==> src/rtl/axi_stream_slave.sv <==
// AXI-Stream receive stage: small show-ahead FIFO with registered TREADY,
// per-word TLAST storage and a wrapping count of frames consumed downstream.
module axi_stream_slave #(
  parameter int DEPTH = 4,
  parameter int CNT_W = 16,
  parameter int FDATA = 32
) (
  input  logic                     ACLK,
  input  logic                     ARESETn,
  input  logic [FDATA-1:0]         TDATA,
  input  logic                     TVALID,
  input  logic                     TLAST,
  output logic                     TREADY,
  output logic [FDATA-1:0]         rgb_out,
  output logic                     rgb_last,
  output logic                     rgb_valid,
  input  logic                     rgb_ready,
  output logic [$clog2(DEPTH):0]   fifo_level,
  output logic [CNT_W-1:0]         frame_count
);

  localparam int AW = $clog2(DEPTH);
  localparam int LW = AW + 1;

  logic [FDATA:0]   mem [DEPTH];
  logic [AW-1:0]    wr_ptr_reg, wr_ptr_next;
  logic [AW-1:0]    rd_ptr_reg, rd_ptr_next;
  logic [LW-1:0]    count_reg, count_next;
  logic [CNT_W-1:0] frame_count_reg, frame_count_next;
  logic             ready_en_reg;

  logic             push, pop, full, empty;
  logic [FDATA:0]   head;

  assign full  = (count_reg == LW'(DEPTH));
  assign empty = (count_reg == '0);

  // TREADY is built only from flops, so upstream never sees a path through this stage.
  assign TREADY    = ready_en_reg & ~full;
  assign rgb_valid = ~empty;
  assign push      = TVALID & TREADY;
  assign pop       = rgb_valid & rgb_ready;

  // Output is gated while empty so uninitialised storage never shows.
  assign head       = mem[rd_ptr_reg];
  assign rgb_out    = empty ? '0 : head[FDATA-1:0];
  assign rgb_last   = ~empty & head[FDATA];
  assign fifo_level = count_reg;
  assign frame_count = frame_count_reg;

  always_comb begin
    wr_ptr_next      = wr_ptr_reg;
    rd_ptr_next      = rd_ptr_reg;
    count_next       = count_reg;
    frame_count_next = frame_count_reg;
    if (push)
      wr_ptr_next = wr_ptr_reg + AW'(1);
    if (pop)
      rd_ptr_next = rd_ptr_reg + AW'(1);
    case ({push, pop})
      2'b10:   count_next = count_reg + LW'(1);
      2'b01:   count_next = count_reg - LW'(1);
      default: count_next = count_reg;
    endcase
    if (pop && head[FDATA])
      frame_count_next = frame_count_reg + CNT_W'(1);
  end

  always_ff @(posedge ACLK or negedge ARESETn) begin
    if (!ARESETn) begin
      wr_ptr_reg      <= '0;
      rd_ptr_reg      <= '0;
      count_reg       <= '0;
      frame_count_reg <= '0;
      ready_en_reg    <= 1'b0;
    end else begin
      wr_ptr_reg      <= wr_ptr_next;
      rd_ptr_reg      <= rd_ptr_next;
      count_reg       <= count_next;
      frame_count_reg <= frame_count_next;
      ready_en_reg    <= 1'b1;
    end
  end

  always_ff @(posedge ACLK) begin
    if (push)
      mem[wr_ptr_reg] <= {TLAST, TDATA};
  end

endmodule
==> config.mk <==
export PLATFORM = sky130hd
export DESIGN_NAME = axi_stream_slave
export DESIGN_NICKNAME = d
export VERILOG_FILES = /design/src/rtl/axi_stream_slave.sv
export SDC_FILE = /design/constraint.sdc
export NUM_CORES = 1
export LEC_CHECK = 0
export CORE_MARGIN = 4
export CORE_UTILIZATION = 54
export DETAILED_ROUTE_END_ITERATION = 10
export PLACE_DENSITY = 0.79
export SYNTH_ARGS = -nofsm -noshare
export SYNTH_HDL_FRONTEND = slang
export SYNTH_SLANG_ARGS = --single-unit
==> constraint.sdc <==
create_clock -name ACLK -period 2.3 [get_ports ACLK]
set_input_delay 0.46 -clock ACLK [delete_from_list [all_inputs] [get_ports ACLK]]
set_output_delay 0.46 -clock ACLK [all_outputs]
set_load 0.01 [all_outputs]
==> results of run 1 <==
-- cell type report --
cell class                 count  share of cell area
multi-input combinational    135               0.191
clock inverter                12              0.0178
clock buffer                  20              0.0526
sequential                   156               0.550
timing repair buffer         130               0.164
inverter                       9             0.00407
tap                          140              0.0211
-- per-layer routing --
layer | vias up | track usage | share of wire
met5 | - | 0 | 0
met4 | 0 | 0.105 | 0.035
met3 | 27 | 0.0447 | 0.056
met2 | 112 | 0.338 | 0.52
met1 | 1701 | 0.268 | 0.39
li1 | 1485 | - | -
-- repair_timing --
item | in CTS | in global routing
gates resized for setup | 192 | 18
pin swaps | 21 | 2
setup buffers | 23 | 0
endpoints found under the setup margin | 35 | 35
cloned | 3 | 0
hold buffers | 0 | 0
-- stage by stage --
step                      instances  setup TNS [ns]  utilization
after CTS                       604           -2.29        0.751
after floorplan                 314               0            -
after detailed placement        549        -0.00172        0.671
after global placement          549               0        0.671
final                           602           -1.58        0.753
after global routing            602           -3.37        0.753
-- worst max-delay path, delay by kind of cell, from the launching register on --
| family | cells | cell delay, ns |
|---|---|---|
| AND/OR/NAND/NOR | 1 | 0.16 |
| multiplexers | 1 | 0.51 |
| buffers and inverters | 4 | 0.47 |
| flip-flops | 1 | 0.39 |
-- cells in the mapped netlist, types with 2 or more instances --
cell type / instances / area share
sky130_fd_sc_hd__nand3_1: 3 / 0.0024
sky130_fd_sc_hd__nand4_1: 4 / 0.0041
sky130_fd_sc_hd__and4_1: 2 / 0.0028
sky130_fd_sc_hd__dfrtp_1: 24 / 0.097
sky130_fd_sc_hd__and2_1: 36 / 0.036
sky130_fd_sc_hd__buf_2: 4 / 0.0032
sky130_fd_sc_hd__and3_1: 6 / 0.0061
sky130_fd_sc_hd__edfxtp_1: 132 / 0.64
sky130_fd_sc_hd__xnor2_1: 12 / 0.017
sky130_fd_sc_hd__xor2_1: 8 / 0.011
sky130_fd_sc_hd__buf_6: 2 / 0.0036
sky130_fd_sc_hd__mux4_2: 33 / 0.12
sky130_fd_sc_hd__inv_1: 9 / 0.0055
sky130_fd_sc_hd__ha_1: 6 / 0.012
sky130_fd_sc_hd__nand2_1: 7 / 0.0043
sky130_fd_sc_hd__nor2_1: 5 / 0.0030
sky130_fd_sc_hd__clkbuf_1: 8 / 0.0049
-- worst min path at each step --
stage / startpoint / to / slack, ns / cells after the start
5_1_grt: ARESETn / frame_count[5] / 0.45 / 2
4_1_cts: ARESETn / frame_count[5] / 0.42 / 2
2_1_floorplan: ARESETn / fifo_level[0] / 0.16 / 0
3_5_place_dp: frame_count[14] / frame_count[14] / 0.49 / 1
6_report: ARESETn / frame_count[0] / 0.41 / 2
3_3_place_gp: frame_count[14] / frame_count[14] / 0.48 / 1
-- power by group through the flow --
stage / clock network (µW) / registers (µW) / logic [µW]
6_report: 2760 / 3640 / 4300
4_1_cts: 2800 / 3640 / 4240
2_1_floorplan: 0 / 3670 / 1860
5_1_grt: 2950 / 3680 / 4590
3_5_place_dp: 0 / 3700 / 3540
3_3_place_gp: 0 / 3680 / 3480
-- cell families (layout without fill, tap and decap cells) --
logic type               count (synthesis)  count (layout)  share of synthesized area
multiplexers                            36              36                      0.126
adder cells (fa/ha/maj)                  7               7                     0.0154
XOR/XNOR                                21              21                     0.0310
AND/OR/NAND/NOR                         68              68                     0.0681
buffers and inverters                   23             171                     0.0172
flip-flops                             156             156                      0.739
AO/OA/AOI/OAI                            2               2                    0.00263
other                                    1               1                   0.000607
==> impl_metrics.yaml, run 1 <==
outcome:
  outcome: "finished, violations left"
  failed_checks: "negative setup slack"
sta:
  worst_slack_ns: -0.110
  period_needed_ns: 2.41
  final_hold_violations: 0
  final_min_period_over_clock_period: 1.05
  fin_skew_ns: 0.00679
  setup-violations-final: 25
  slew_violations: 0
  fin_hold_ws_ns: 0.409
  max_freq_mhz: 415
  rsz_0062_raised_after_global_routing: "true"
logic_synthesis:
  yosysWarnings: 0
  count_of_cell_types_in_the_netlist: 30
  synth.yosys.seq_area_share: 0.739
  synth.avg_cell_area_um2: 19.7
  post_synth_edffs: 132
  synthesis.nets: 358
  synth_ff_type: "sky130_fd_sc_hd__edfxtp_1"
  synth.ff_latch_count: 156
  netlist_area_before_placement_mm2: 0.00618
  synth_async_sr_flop_share: 0.154
  netlist_instances: 314
drt:
  route.vias.total: 3325
  drt-pass1-iter-count: 4
  antenna_left: 0
  routed_wl_um: 12500
  post_drt_via_cell_ratio: 5.52
  route.detailed.wl_per_inst_um: 20.7
  drcViolationCount: 0
  first_iter_violations: 306
critical_path:
  crit_chain: "buf_6 -> buf_16 -> buf_6 -> mux4_2 -> and2_4 -> buf_6"
  critical_path.most_common_cell: "sky130_fd_sc_hd__buf_6"
  crit_start: "rd_ptr_reg[0]"
  setup.reg_to_reg.worst_slack_ns: 0.14
  timing.critical_path.to: "rgb_out[20]"
  setup.worst_path.class: "reg2out"
  crit_path_max_incr_delay_ns: 0.51
  required_ns: 1.84
  cp_data_arrival_time_ns: 1.95
  path_max_fanout: 5
  r2r_start: "fifo_level[1]"
  timing.critical_path.to_type: "primary output"
  critical_path_source_type: "flip-flop"
  worstRegToRegCells: 7
  r2r_end: "fifo_level[1]"
  critical_path.slowest_cell: "sky130_fd_sc_hd__mux4_2"
power_and_ir_drop:
  switching_share: 0.276
  share_seq_of_total_power: 0.341
  power.internal_uw: 7740
  cellLeakagePower_uw: 0.00307
  total_switching_power_uw: 2960
  finalPower_uw: 10700
  cellPowerDensity_mw_per_mm2: 1290
  clockPowerShare: 0.258
  power_frac_comb: 0.402
  irDropWorstVdd_uv: 632
floorplan:
  floorplan.die_area_mm2: 0.0132
  die_width_um: 115
  core_area_mm2: 0.0110
  die_h_um: 115
  design.portCount: 91
  initial_standard_cell_utilization_of_the_core: 0.560
  rows: 38
global_route:
  grt_remaining_overflow: 0
  grt_start_max_net_pins: 37
  initial_antenna_violation_count: 0
  grt_first_pass_wirelength_um: 20100
  via_count_of_the_first_global_routing_pass: 3659
  track_usage: 0.208
run:
  max-cap-violations: 0
layout:
  final_area_mm2: 0.00831
  fill_cells: 626
  area.sequential_mm2: 0.00457
  insertedDiodeCount: 0
  layout_commonest_cell: "sky130_fd_sc_hd__edfxtp_1"
  largest_register_ffs: 132
  nNetsFinal: 493
  multi_input_area_mm2: 0.00159
  final_layout_size_suffix_gt1_frac: 0.370
  layout-area-overhead-vs-synth_pct: 34.5
  mostFrequentLayoutCells: "sky130_fd_sc_hd__edfxtp_1 (132), sky130_fd_sc_hd__clkdlybuf4s50_1 (55), sky130_fd_sc_hd__buf_6 (39), sky130_fd_sc_hd__mux4_2 (33), sky130_fd_sc_hd__and2_4 (24)"
clocking:
  max_root_sink_buffers: 2
  root_buffer: "sky130_fd_sc_hd__clkbuf_16"
  cts_made_buffers: 17
  cts_tree: "done"
  clk-insertion-delay-late_ns: 0.42
  number_of_h_tree_levels: 4
  cts.clk_slew.worst_paths_ns: 0.06
  cts_num_sinks: 156
hold_path:
  hold_path_class: "in2async"
placed_design:
  detailed_place.area_mm2: 0.00741
  place_worst_setup_slack_ns: -0.00172
  io_buffers: 90
  dp_hpwl_um: 7440
  gp_congestion: 0.766
No activity file was read; power rests on OpenSTA's default activity.
==> inputs of run 2 (changes only) <==
--- a/config.mk
+++ b/config.mk
@@ -5,8 +5,10 @@
 export SDC_FILE = /design/constraint.sdc
 export NUM_CORES = 1
 export LEC_CHECK = 0
+export ABC_AREA = 1
 export CORE_MARGIN = 4
 export CORE_UTILIZATION = 54
+export CTS_CLUSTER_DIAMETER = 150
 export DETAILED_ROUTE_END_ITERATION = 10
 export PLACE_DENSITY = 0.79
 export SYNTH_ARGS = -nofsm -noshare
==> impl_metrics.yaml, run 2 <==
placed_design:
  io_buffers: 90
  detailed_place.area_mm2: 0.00769
  gp_congestion: 0.830
  dp_hpwl_um: 8850
  place_worst_setup_slack_ns: 0.0613
global_route:
  track_usage: 0.224
  grt_first_pass_wirelength_um: 22800
  via_count_of_the_first_global_routing_pass: 4625
  grt_remaining_overflow: 0
  initial_antenna_violation_count: 0
  grt_start_max_net_pins: 34
logic_synthesis:
  netlist_area_before_placement_mm2: 0.00644
  synth_top_cells_by_count: "sky130_fd_sc_hd__nor2_1 (152), sky130_fd_sc_hd__edfxtp_1 (132), sky130_fd_sc_hd__o21ai_0 (66)"
  post-synth-top-count-cell: "sky130_fd_sc_hd__nor2_1"
  post_synth_edffs: 132
  synth.yosys.seq_area_share: 0.708
  synthMuxAreaShare: 0
  synth-adder-area-share: 0.0148
  synthXorXnorAreaFrac: 0.0136
  synth_async_sr_flop_share: 0.154
  count_of_cell_types_in_the_netlist: 26
  synthesis.nets: 605
  simple_gate_area_share_of_the_yosys_netlist: 0.147
  synth-compound-area-share: 0.0823
  synth.ff_latch_count: 156
  ys_top_cells_by_area: "sky130_fd_sc_hd__edfxtp_1 (62%), sky130_fd_sc_hd__dfrtp_1 (9.3%), sky130_fd_sc_hd__nor2_1 (8.9%), sky130_fd_sc_hd__o21ai_0 (5.1%), sky130_fd_sc_hd__nand2_1 (3.7%)"
  combinational_family_with_the_most_area_after_synthesis: "simple AND/OR/NAND/NOR gates"
  synth_ff_type: "sky130_fd_sc_hd__edfxtp_1"
  synth.avg_cell_area_um2: 11.5
  yosysWarnings: 0
  synth_top_area_share: 0.615
  netlist_instances: 561
  synth_area_leader_cell: "sky130_fd_sc_hd__edfxtp_1"
clocking:
  cts_hold_buffers: 0
  number_of_h_tree_levels: 4
  max_root_sink_buffers: 2
  root_buffer: "sky130_fd_sc_hd__clkbuf_16"
  cts_num_sinks: 156
  cts_made_buffers: 17
  cts.clk_slew.worst_paths_ns: 0.06
  cts_tree: "done"
  clk-insertion-delay-late_ns: 0.42
critical_path:
  setup.reg_to_reg.worst_slack_ns: 0.38
  r2r_end: "fifo_level[2]"
  critical_path.slowest_cell: "sky130_fd_sc_hd__dfrtp_2"
  critical_path_source_type: "flip-flop"
  cp_data_arrival_time_ns: 1.87
  path_max_fanout: 11
  cp_top_family: "buffers and inverters"
  critical_path.most_common_cell: "sky130_fd_sc_hd__nor2_1"
  crit_path_max_incr_delay_ns: 0.47
  crit_chain: "buf_6 -> clkbuf_16 -> nor2_1 -> nor2_1 -> o21ai_0 -> a21oi_1 -> buf_2"
  required_ns: 1.84
  setup.worst_path.class: "reg2out"
  worstRegToRegCells: 10
  worstPathBufferInverterCount: 3
  r2r_start: "fifo_level[0]"
  timing.critical_path.to_type: "primary output"
floorplan:
  core_area_mm2: 0.0116
  design.portCount: 91
  floorplan.die_area_mm2: 0.0137
  die_h_um: 117
  initial_standard_cell_utilization_of_the_core: 0.557
  rows: 39
  die_width_um: 117
outcome:
  failed_checks: "negative setup slack"
  outcome: "finished, violations left"
sta:
  worst_slack_ns: -0.0283
  max_freq_mhz: 429
  slew_violations: 0
  fin_setup_tns_ns: -0.0661
  period_needed_ns: 2.33
  final_hold_violations: 0
  fin_hold_ws_ns: 0.408
  final_min_period_over_clock_period: 1.01
  rsz_0062_raised_after_global_routing: "true"
  setup-violations-final: 4
  fin_skew_ns: 0.00641
power_and_ir_drop:
  cellLeakagePower_uw: 0.00314
  cellPowerDensity_mw_per_mm2: 1270
  finalPower_uw: 10700
  irDropWorstVdd_uv: 722
layout:
  mostFrequentLayoutCells: "sky130_fd_sc_hd__nor2_1 (137), sky130_fd_sc_hd__edfxtp_1 (132), sky130_fd_sc_hd__nand2_1 (63), sky130_fd_sc_hd__clkdlybuf4s50_1 (57), sky130_fd_sc_hd__o21ai_0 (42)"
  layout-area-overhead-vs-synth_pct: 30.5
  final_layout_size_suffix_gt1_frac: 0.170
  fill_cells: 769
  multi_input_area_mm2: 0.00176
  insertedDiodeCount: 0
  layout_commonest_cell: "sky130_fd_sc_hd__nor2_1"
  area.sequential_mm2: 0.00457
  largest_register_ffs: 132
  nNetsFinal: 724
  final_area_mm2: 0.00841
drt:
  drcViolationCount: 0
  antenna_left: 0
  post_drt_via_cell_ratio: 5.48
  drt-pass1-iter-count: 5
  routed_wl_um: 15400
  route.detailed.wl_per_inst_um: 18.4
  route.vias.total: 4579
  first_iter_violations: 322
hold_path:
  hold_path_class: "in2async"
run:
  max-cap-violations: 0
==> run 2: cell types whose count changed after synthesis, sizes merged, moves of 4 or more <==
cell    delta
a21oi     +34
and2      -36
and3       -7
buf       +11
inv       +12
mux4      -33
nand2     +57
nand3     +10
nand3b     +4
nand4      -4
nor2     +148
o21ai     +69
xnor2      -7
xor2       -4
==> run 2: cells by family (layout without fill, tap and decap cells) <==
family          after synthesis  after routing
simple gates                235            235
flops                       156            156
compound gates              105            105
buf+inv                      47            179
xor+xnor                     10             10
fa+ha+maj                     7              7
other cells                   1              1
==> run 2: stage by stage <==
stage,utilization,instances
finish,0.727,836
detailed placement,0.665,793
global route,0.727,836
CTS,0.720,830
global placement,0.665,793
floorplan,-,561
==> run 2: cell type report <==
class / instances / area share
clock inverters: 14 / 0.0152
inverters: 21 / 0.00997
well taps: 143 / 0.0213
flip-flops and latches: 156 / 0.543
multi-input cells: 358 / 0.209
repair buffers: 126 / 0.151
clock buffers: 18 / 0.0510
==> run 2: how the worst max path moves through the flow <==
| stage | endpoint | from | cells after the start | slack (ns) |
|---|---|---|---|---|
| final | rgb_out[30] | rd_ptr_reg[0] | 7 | -0.03 |
| after global routing | rgb_out[30] | rd_ptr_reg[0] | 7 | -0.09 |
| after CTS | rgb_out[6] | rd_ptr_reg[0] | 7 | -0.09 |
| after detailed placement | rgb_out[31] | rd_ptr_reg[0] | 6 | 0.06 |
| after global placement | rgb_out[31] | rd_ptr_reg[0] | 6 | 0.13 |
| after floorplan | mem[0][0] | fifo_level[0] | 4 | -0.16 |
==> run 2: layer usage <==
layer	up-vias	share of wire	track usage
met5	-	0	0
met4	0	0.018	0.0948
met3	25	0.066	0.0571
met2	201	0.52	0.397
met1	2197	0.39	0.258
li1	2156	-	-
==> run 2: repair_timing <==
action / CTS / global route
setup buffers: 3 / 2
hold endpoints to repair: 0 / 0
endpoints found under the setup margin: 33 / 32
pin swaps: 3 / 23
gates cloned: 2 / 4
resized for setup: 82 / 83
==> run 2: power breakdown <==
group          internal [µW]  total [µW]  switching (µW)
clock                   1580        2650            1080
combinational           1870        4420            2550
sequential              3430        3620             191
total                   6880       10700            3810
==> inputs of run 3 (changes only) <==
--- a/config.mk
+++ b/config.mk
@@ -10,7 +10,7 @@
 export CORE_UTILIZATION = 54
 export CTS_CLUSTER_DIAMETER = 150
 export DETAILED_ROUTE_END_ITERATION = 10
-export PLACE_DENSITY = 0.79
+export PLACE_DENSITY = 0.8
 export SYNTH_ARGS = -nofsm -noshare
 export SYNTH_HDL_FRONTEND = slang
 export SYNTH_SLANG_ARGS = --single-unit
==> impl_metrics.yaml, run 3 (synthesized netlist as in run 2, its figures left out) <==
clocking:
  max_root_sink_buffers: 2
  cts_tree: "done"
  clk-insertion-delay-late_ns: 0.42
  number_of_h_tree_levels: 4
  cts_hold_buffers: 0
  cts_num_sinks: 156
  cts.clk_slew.worst_paths_ns: 0.07
  cts_made_buffers: 17
  root_buffer: "sky130_fd_sc_hd__clkbuf_16"
critical_path:
  critical_path_source_type: "flip-flop"
  cp_data_arrival_time_ns: 1.83
  required_ns: 1.84
  path_max_fanout: 15
  crit_path_max_incr_delay_ns: 0.43
  timing.critical_path.to_type: "primary output"
  cp_top_family: "buffers and inverters"
  worstPathBufferInverterCount: 4
  setup.worst_path.class: "reg2out"
  critical_path.most_common_cell: "sky130_fd_sc_hd__buf_12"
  critical_path.slowest_cell: "sky130_fd_sc_hd__dfrtp_2"
  crit_chain: "buf_12 -> buf_4 -> buf_12 -> nor2_4 -> nor2_1 -> o21ai_1 -> a21oi_1 -> buf_2"
layout:
  fill_cells: 737
  area.sequential_mm2: 0.00457
  nNetsFinal: 718
  mostFrequentLayoutCells: "sky130_fd_sc_hd__nor2_1 (145), sky130_fd_sc_hd__edfxtp_1 (132), sky130_fd_sc_hd__nand2_1 (63), sky130_fd_sc_hd__o21ai_0 (61), sky130_fd_sc_hd__clkdlybuf4s50_1 (57)"
  layout-area-overhead-vs-synth_pct: 29.4
  insertedDiodeCount: 0
  largest_register_ffs: 132
  finalCoreUtilization: 0.721
  layout_commonest_cell: "sky130_fd_sc_hd__nor2_1"
  multi_input_area_mm2: 0.00171
  final_layout_size_suffix_gt1_frac: 0.140
drt:
  first_iter_violations: 474
  route.detailed.wl_per_inst_um: 17.3
  antenna_left: 0
  post_drt_via_cell_ratio: 5.47
  routed_wl_um: 14300
  drcViolationCount: 0
  route.vias.total: 4541
  drt-pass1-iter-count: 5
power_and_ir_drop:
  cellPowerDensity_mw_per_mm2: 1250
  cellLeakagePower_uw: 0.00321
  irDropWorstVdd_uv: 816
floorplan:
  die_width_um: 117
  rows: 39
  floorplan.die_area_mm2: 0.0137
  core_area_mm2: 0.0116
  die_h_um: 117
  initial_standard_cell_utilization_of_the_core: 0.557
  design.portCount: 91
sta:
  max_freq_mhz: 437
  final_min_period_over_clock_period: 0.995
  fin_setup_tns_ns: 0
  rsz_0062_raised_after_global_routing: "true"
  final_hold_violations: 0
  fin_hold_ws_ns: 0.407
  slew_violations: 0
  worst_slack_ns: 0.0114
  setup-violations-final: 0
  fin_skew_ns: 0.0195
  period_needed_ns: 2.29
placed_design:
  dp_hpwl_um: 9000
  io_buffers: 90
  place_worst_setup_slack_ns: 0.0579
  gp_congestion: 0.796
global_route:
  initial_antenna_violation_count: 0
  track_usage: 0.221
  via_count_of_the_first_global_routing_pass: 4787
  grt_remaining_overflow: 0
  grt_start_max_net_pins: 35
  grt_first_pass_wirelength_um: 23000
outcome:
  outcome: "completed"
run:
  max-cap-violations: 0
hold_path:
  hold_path_class: "in2async"
## run 3: cell types whose count changed in the layout (fill, tap and decap cells not counted), sizes merged, moves of 2 or more
| cell | change |
|---|---|
| dlymetal6s2s | +14 |
| clkdlybuf4s15 | -2 |
| buf | -12 |
| clkinv | -7 |
| inv | +6 |
| dlygate4sd2 | -5 |
## run 3: cell type report
class                   instances  area share
well taps                     143      0.0215
flip-flops and latches        156       0.548
clock inverters                13      0.0156
repair buffers                120       0.148
multi-input cells             358       0.205
clock buffers                  19      0.0519
inverters                      21     0.00975
## run 3: what timing repair did
| item | 4_1_cts | 5_1_grt |
|---|---|---|
| buffers inserted | 2 | 4 |
| pin swaps | 5 | 6 |
| setup endpoints to repair | 33 | 32 |
| resized for setup | 56 | 53 |
| cloned | 1 | 0 |
## run 3: path summary, 6_finish.rpt
check                                     start         endpoint  slack [ns]  cells after the start
worst max register to register    fifo_level[1]    fifo_level[2]        0.31                      9
worst max-delay path              rd_ptr_reg[0]      rgb_out[21]        0.01                      8
worst min-delay path                    ARESETn   frame_count[7]        0.41                      2
max in group asynchronous               ARESETn    rd_ptr_reg[0]        1.62                      2
worst min register to register  frame_count[15]  frame_count[15]        0.51                      2
min in group ACLK               frame_count[15]  frame_count[15]        0.51                      2
## run 3: routing by layer
metal  GRT usage  share of wire
met5           0              0
met4      0.0849          0.014
met3      0.0499          0.062
met2       0.387           0.53
met1       0.267           0.39
## run 3: per-stage QoR
step                power [µW]  area, µm²  cells
floorplan                 5820       6450    561
detailed placement        7880       7700    793
global placement          7750       7700    793
finish                   10400       8340    830
global route             11000       8340    830
CTS                      10500       8280    828
## run 3: power by group
part | total, µW | switching [µW] | leakage, µW | internal [µW]
logic | 4190 | 2390 | 0.00144 | 1800
clock network | 2650 | 1130 | 0.000269 | 1510
registers | 3600 | 172 | 0.00151 | 3430
